[src/rtl/fas_pkg.sv]
// Shared FAS datapath types: sample and frame shapes used by the FIR->FFT path.
// Latency: n/a (types and constants only).
// Backpressure: n/a.
package fas_pkg;

  localparam int SAMPLE_W    = 16;
  localparam int FRAME_LEN   = 16;
  localparam int FRAME_CNT_W = $clog2(FRAME_LEN);

  typedef logic [SAMPLE_W-1:0] sample_t;
  // Slot 0 (oldest sample) sits in the least significant bits.
  typedef sample_t [FRAME_LEN-1:0] frame_t;

endpackage

[src/rtl/fir_frame_collector.sv]
// Purpose: gathers FRAME_LEN consecutive FIR samples into one parallel frame for the FFT.
// Latency: frame_valid rises right after the edge that captures the last sample of a frame.
// Backpressure: none toward the FIR; a frame completing while the output is still held
//   (and not being consumed that edge) is dropped and sets sticky overrun.
// Ports:
//   clk, rst       - rising-edge clock, asynchronous active-high reset
//   fir_valid/fir_d - incoming sample stream; a low fir_valid discards any partial frame
//   frame_valid/frame_ready/frame_data - output holding register with valid/ready handshake
//   frame_idx      - count of frames delivered to the output register (wraps)
//   overrun        - sticky flag: a completed frame was dropped
//   filling        - a partial frame is being held
module fir_frame_collector #(
  parameter int SAMPLE_W  = fas_pkg::SAMPLE_W,
  parameter int FRAME_LEN = fas_pkg::FRAME_LEN
) (
  input  logic                          clk,
  input  logic                          rst,
  input  logic                          fir_valid,
  input  logic [SAMPLE_W-1:0]           fir_d,
  input  logic                          frame_ready,
  output logic                          frame_valid,
  output logic [FRAME_LEN*SAMPLE_W-1:0] frame_data,
  output logic [7:0]                    frame_idx,
  output logic                          overrun,
  output logic                          filling
);

  localparam int CW = $clog2(FRAME_LEN);

  logic [CW-1:0]                       cnt;
  // Only FRAME_LEN-1 slots are stored: the final sample goes straight from fir_d
  // into the output register on the completion edge.
  logic [FRAME_LEN-2:0][SAMPLE_W-1:0]  cap;

  logic last;
  logic complete;
  logic out_free;
  logic consume;

  assign last     = (cnt == CW'(FRAME_LEN - 1));
  assign complete = fir_valid && last;
  assign consume  = frame_valid && frame_ready;
  // The held frame may be overwritten if it is empty or leaves on this same edge.
  assign out_free = !frame_valid || frame_ready;
  assign filling  = (cnt != '0);

  always_ff @(posedge clk or posedge rst) begin
    if (rst) begin
      cnt         <= '0;
      cap         <= '0;
      frame_valid <= 1'b0;
      frame_data  <= '0;
      frame_idx   <= '0;
      overrun     <= 1'b0;
    end else begin
      // Sample counter: any gap in the stream restarts the frame at slot 0.
      if (fir_valid) begin
        if (last) begin
          cnt <= '0;
        end else begin
          cap[cnt] <= fir_d;
          cnt      <= cnt + CW'(1);
        end
      end else begin
        cnt <= '0;
      end

      // A load takes priority over a consume so back-to-back frames need no gap.
      if (complete && out_free) begin
        frame_data  <= {fir_d, cap};
        frame_valid <= 1'b1;
        frame_idx   <= frame_idx + 8'd1;
      end else if (consume) begin
        frame_valid <= 1'b0;
      end

      if (complete && !out_free) begin
        overrun <= 1'b1;
      end
    end
  end

endmodule
[config.mk]
export PLATFORM = sky130hd
export DESIGN_NAME = fir_frame_collector
export DESIGN_NICKNAME = d
export VERILOG_FILES = /design/src/rtl/fas_pkg.sv /design/src/rtl/fir_frame_collector.sv
export SDC_FILE = /design/constraint.sdc
export NUM_CORES = 1
export LEC_CHECK = 0
export ABC_AREA = 1
export CAP_MARGIN = 25
export CORE_ASPECT_RATIO = 1.2
export CORE_MARGIN = 2
export CORE_UTILIZATION = 25
export DETAILED_ROUTE_END_ITERATION = 7
export DONT_BUFFER_PORTS = 1
export GPL_ROUTABILITY_DRIVEN = 0
export PLACE_DENSITY = 0.44
export SYNTH_ARGS = -nofsm -noshare
export SYNTH_HDL_FRONTEND = slang
export SYNTH_SLANG_ARGS = --single-unit
export TNS_END_PERCENT = 100
[constraint.sdc]
create_clock -name clk -period 50.3 [get_ports clk]
set_input_delay 12.575 -clock clk [delete_from_list [all_inputs] [get_ports clk]]
set_output_delay 12.575 -clock clk [all_outputs]
set_load 0.02 [all_outputs]
---- Yosys cells after proc, flatten, opt, wreduce, memory -nomap -nowiden ----
Index checks and enable logic that the tools add are counted.
word-level totals
  output and inout port bits .............. 267
  bits of input ports ..................... 20
  logic and storage cells ................. 44
  flip-flop bits (word level) ............. 510
operators by class
  equal/unequal tests ..................... 1
  reduce and logical (&&, ||, !) cells .... 11
  add/subtract/negate cells ............... 2
  multiplexer cells ....................... 7
  bitwise gates (word level) .............. 1
  $lt $le $gt $ge ......................... 2
operator list
  kind                                                        count
  bitwise mux 240 bit                                         1
  demux 16 bit (select 4 bit)                                 1
  two-way mux 16 bit                                          1
  adder 8 x 1 -> 8 bit, second input constant                 1
  two-way mux 4 bit                                           2
  logical AND 1 bit                                           5
  less-than comparator 4 x 5 -> 1 bit, second input constant  1
  adder 4 x 1 -> 4 bit, second input constant                 1
  == test 4 bit, second input constant                        1
  >= comparator 4 x 1 -> 1 bit, second input constant         1
  nonzero test 4 bit                                          1
  logical NOT 1 bit                                           2
  two-way mux 1 bit                                           2
  AND reduction 2 bit                                         1
  nonzero test 2 bit                                          1
  logical OR 1 bit                                            1
  NOT 1 bit                                                   1

---- Logic depth before layout (Yosys ltp) ----
  word-level depth ........................ 5
  mapped depth ............................ 10
  mapped depth without buffers ............ 9

---- Worst setup path after synthesis ----
No wires, ideal clock.
  path type ............................... input -> register
  start point ............................. input fir_valid
  end point ............................... register frame_idx[3]
  library setup time ...................... 0.117 ns
  buffers on the path ..................... 4
  data required time ...................... 50.183 ns
  data arrival time ....................... 13.546 ns
  path slack .............................. 36.638 ns
  cell stages on the path ................. 9
  cell sequence ........................... buf_2 > nand2_1 > nor2_4 > nand2_2 > buf_6 > buf_6 > buf_6 > nand2_1 > nand2_1
between the ends
  cells in the longest elaborated chain, start to end .. 2
ends and longest elaborated chain
  what                  line                       text
  from (decl)           fir_frame_collector.sv:18  input logic fir_valid,
  logical AND 1 bit     fir_frame_collector.sv:41  assign complete = fir_valid && last;
  logical AND 1 bit     fir_frame_collector.sv:69  if (complete && out_free) begin
  to (signal assigned)  fir_frame_collector.sv:72  frame_idx <= frame_idx + 8'd1;
  to (decl)             fir_frame_collector.sv:23  output logic [7:0] frame_idx,
No other way between the ends.
A chain may end at the register's enable or synchronous reset.

---- Worst setup path after layout ----
  start point ............................. input fir_valid
  end point ............................... register frame_data[133]
between the ends
  cells in the longest elaborated chain, start to end .. 2
ends and longest elaborated chain
  what                  line                       text
  logical AND 1 bit     fir_frame_collector.sv:41
  logical AND 1 bit     fir_frame_collector.sv:69
  to (signal assigned)  fir_frame_collector.sv:70  frame_data <= {fir_d, cap};
  to (decl)             fir_frame_collector.sv:22  output logic [FRAME_LEN*SAMPLE_W-1:0] frame_data,
No other way between the ends.

==> metrics.cfg <==
[status]
outcome = completed

[power_and_ir_drop]
swShare = 0.233
p_int_uw = 702
power_density_nw_per_um2 = 41.4
p_total_uw = 916
ir_drop_mv = 0.0238
power_frac_comb = 0.045
p_seq_frac = 0.493
leakage_uw = 0.0117
clockPowerShare = 0.462
p_sw_uw = 214

[cts]
clock_latency_ns = 0.62
numCtsBuffers = 55
cts_sinks = 510
clk_pin_slew_ns = 0.06
cts.path.max_buffers = 3
cts_resized = 0
cts_htree_levels = 2
cts_root_buf = clkbuf_16
cts_tree = built
post-cts-setup-buffers = 0
cts_hold_buf = 0

[global_routing]
overflow = 0
grt_pass1_wl_um = 91200
grt_usage = 0.152
antenna_found_initial = 2
grt_pass1_vias = 13862
grt_max_degree = 203

[critical_path]
r2r_end = frame_data[133]
worstPathArrival_ns = 15.03
worstRegToRegCells = 7
crit_path_max_fanout = 103
required_ns = 50.84
cp-end-kind = flop
start_kind = input port
rr_startpoint = cnt[2]
crit_type = in2reg
rrSetupSlack_ns = 47.00

[yosys]
synthCells = 2065
synth_top_family_by_area = simple AND/OR/NAND/NOR gates
synthesis.area_um2 = 19300
synth_fa_ha_area_frac = 0.00324
ys_seq_area_frac = 0.660
synthSimpleGateAreaFrac = 0.239
ys_types = 22
avgSynthCellArea_um2 = 9.36
muxShareOfSynthArea = 0
synth_seq_cells = 510
syn_nets = 2090
synth_compound_area_frac = 0.0548
yosysWarnings = 0
synthXorXnorAreaFrac = 0.00136

[route]
antenna_left = 0
route.detailed.drc = 0
dr.pass1.iters = 5
vias_per_cell = 4.35
detail_route.wirelength_um = 60600
wl_per_cell_um = 19.6
drt_iter0_markers = 947
vias = 13459

[worst_hold_path]
hold_class = reg2reg
holdPathStages = 2
min_from = cap[160]
hold_path_end = frame_data[160]

[die]
fp.dieW_um = 258
core_area_um2 = 76500
num_io_pins = 287
die_h_um = 309
die_area_um2 = 79600
initial_core_util = 0.253
fp-row-count = 111

[sta]
rsz0062_at_grt = no
finalCriticalPeriod_ns = 14.49
clock_skew_ns = 0.0245
slew_violations = 0
setup_viol = 0
timing.final.crit_share = 0.288
relSlewSlack = 0.267
max_freq_ghz = 0.0690
setup-tns-final_ns = 0
hold_viol_final = 0
worst_pin_slew_ns = 1.10

[finish]
final_cell_mix = nand2_1, dfrtp_1, o21ai_0
nets = 2060
area_growth_pct = 14.5
drive_gt1_frac = 0.0631
mostFrequentLayoutCell = nand2_1

[placement]
dpl.hpwl_um = 38000
port_buffers = 0

[job]
max-cap-violations = 0

## per-layer routing
metal | wire length (µm) | GRT usage
met1 | 24900 | 0.187
met2 | 29900 | 0.262
met3 | 4080 | 0.0405
met4 | 1680 | 0.0450
met5 | 0 | 0
## cells by family after synthesis
kind of cell    Yosys count
compound gates          211
flops                   510
simple gates           1193
xor+xnor                  3
buf+inv                 143
fa+ha+maj                 5
## worst max path at each step
stage / start / endpoint / slack [ns]
CTS: rst / frame_data[71] / 34.84
floorplan: rst / cap[0] / 23.48
global route: rst / frame_data[71] / 35.56
detailed placement: rst / frame_data[58] / 34.17
global placement: rst / frame_data[49] / 34.25
finish: fir_valid / frame_data[133] / 35.81
## synthesized netlist by cell type, drive strengths merged
library cell  count  area [µm²]
ha                5        62.6
nor3              1        5.00
a31o              1        8.76
o21ai           210        1050
xnor2             3        26.3
nand4             7        43.8
nor2             17        93.8
buf              64         509
clkbuf           45         169
nor3b             1        7.51
nand2          1113        4200
inv              34         128
nand3b            1        7.51
nand3            53         265
dfrtp           510       12800
## per-stage QoR
| stage | utilization | instance area [µm²] | instances | hold WS (ns) | worst slack [ns] |
|---|---|---|---|---|---|
| 4_1_cts | 0.288 | 22000 | 3088 | 0.458 | 34.84 |
| 6_report | 0.289 | 22100 | 3093 | 0.463 | 35.81 |
| 3_5_place_dp | 0.263 | 20100 | 2991 | 0.453 | 34.17 |
| 3_3_place_gp | 0.263 | 20100 | 2989 | 0.444 | 34.25 |
| 5_1_grt | 0.289 | 22100 | 3092 | 0.483 | 35.56 |
| 2_1_floorplan | - | 19300 | 2065 | 0.436 | 23.48 |
## registers in the layout, summed over array words and instances, names as in the netlist
name	flops
overrun	1
frame_idx	8
cap	240
frame_valid	1
frame_data	256
cnt	4
## cell type report
class	instances	area, µm²
inverters	34	143
diodes	1	2.50
multi-input cells	1412	5780
clock buffers	77	1610
flip-flops and latches	510	12800
clock inverters	20	277
fillers	8130	54400
repair buffers	22	285
well taps	1017	1270
## critical path, cell delays in order
cell and delay [ns]:
nand2_1 0.08, nor2_4 0.22, nand2_8 0.33, inv_8 0.61, buf_4 0.71, nand2_1 0.22, nand2_1 0.11
## power groups by stage
stage | Sequential (µW) | Clock, µW | Combinational (µW)
2_1_floorplan | 455 | 0 | 29.2
3_3_place_gp | 458 | 0 | 40.0
3_5_place_dp | 459 | 0 | 41.6
4_1_cts | 452 | 439 | 41.7
5_1_grt | 455 | 455 | 49.3
6_report | 452 | 423 | 40.8
Note: power is estimated with default switching activity, not from simulation.
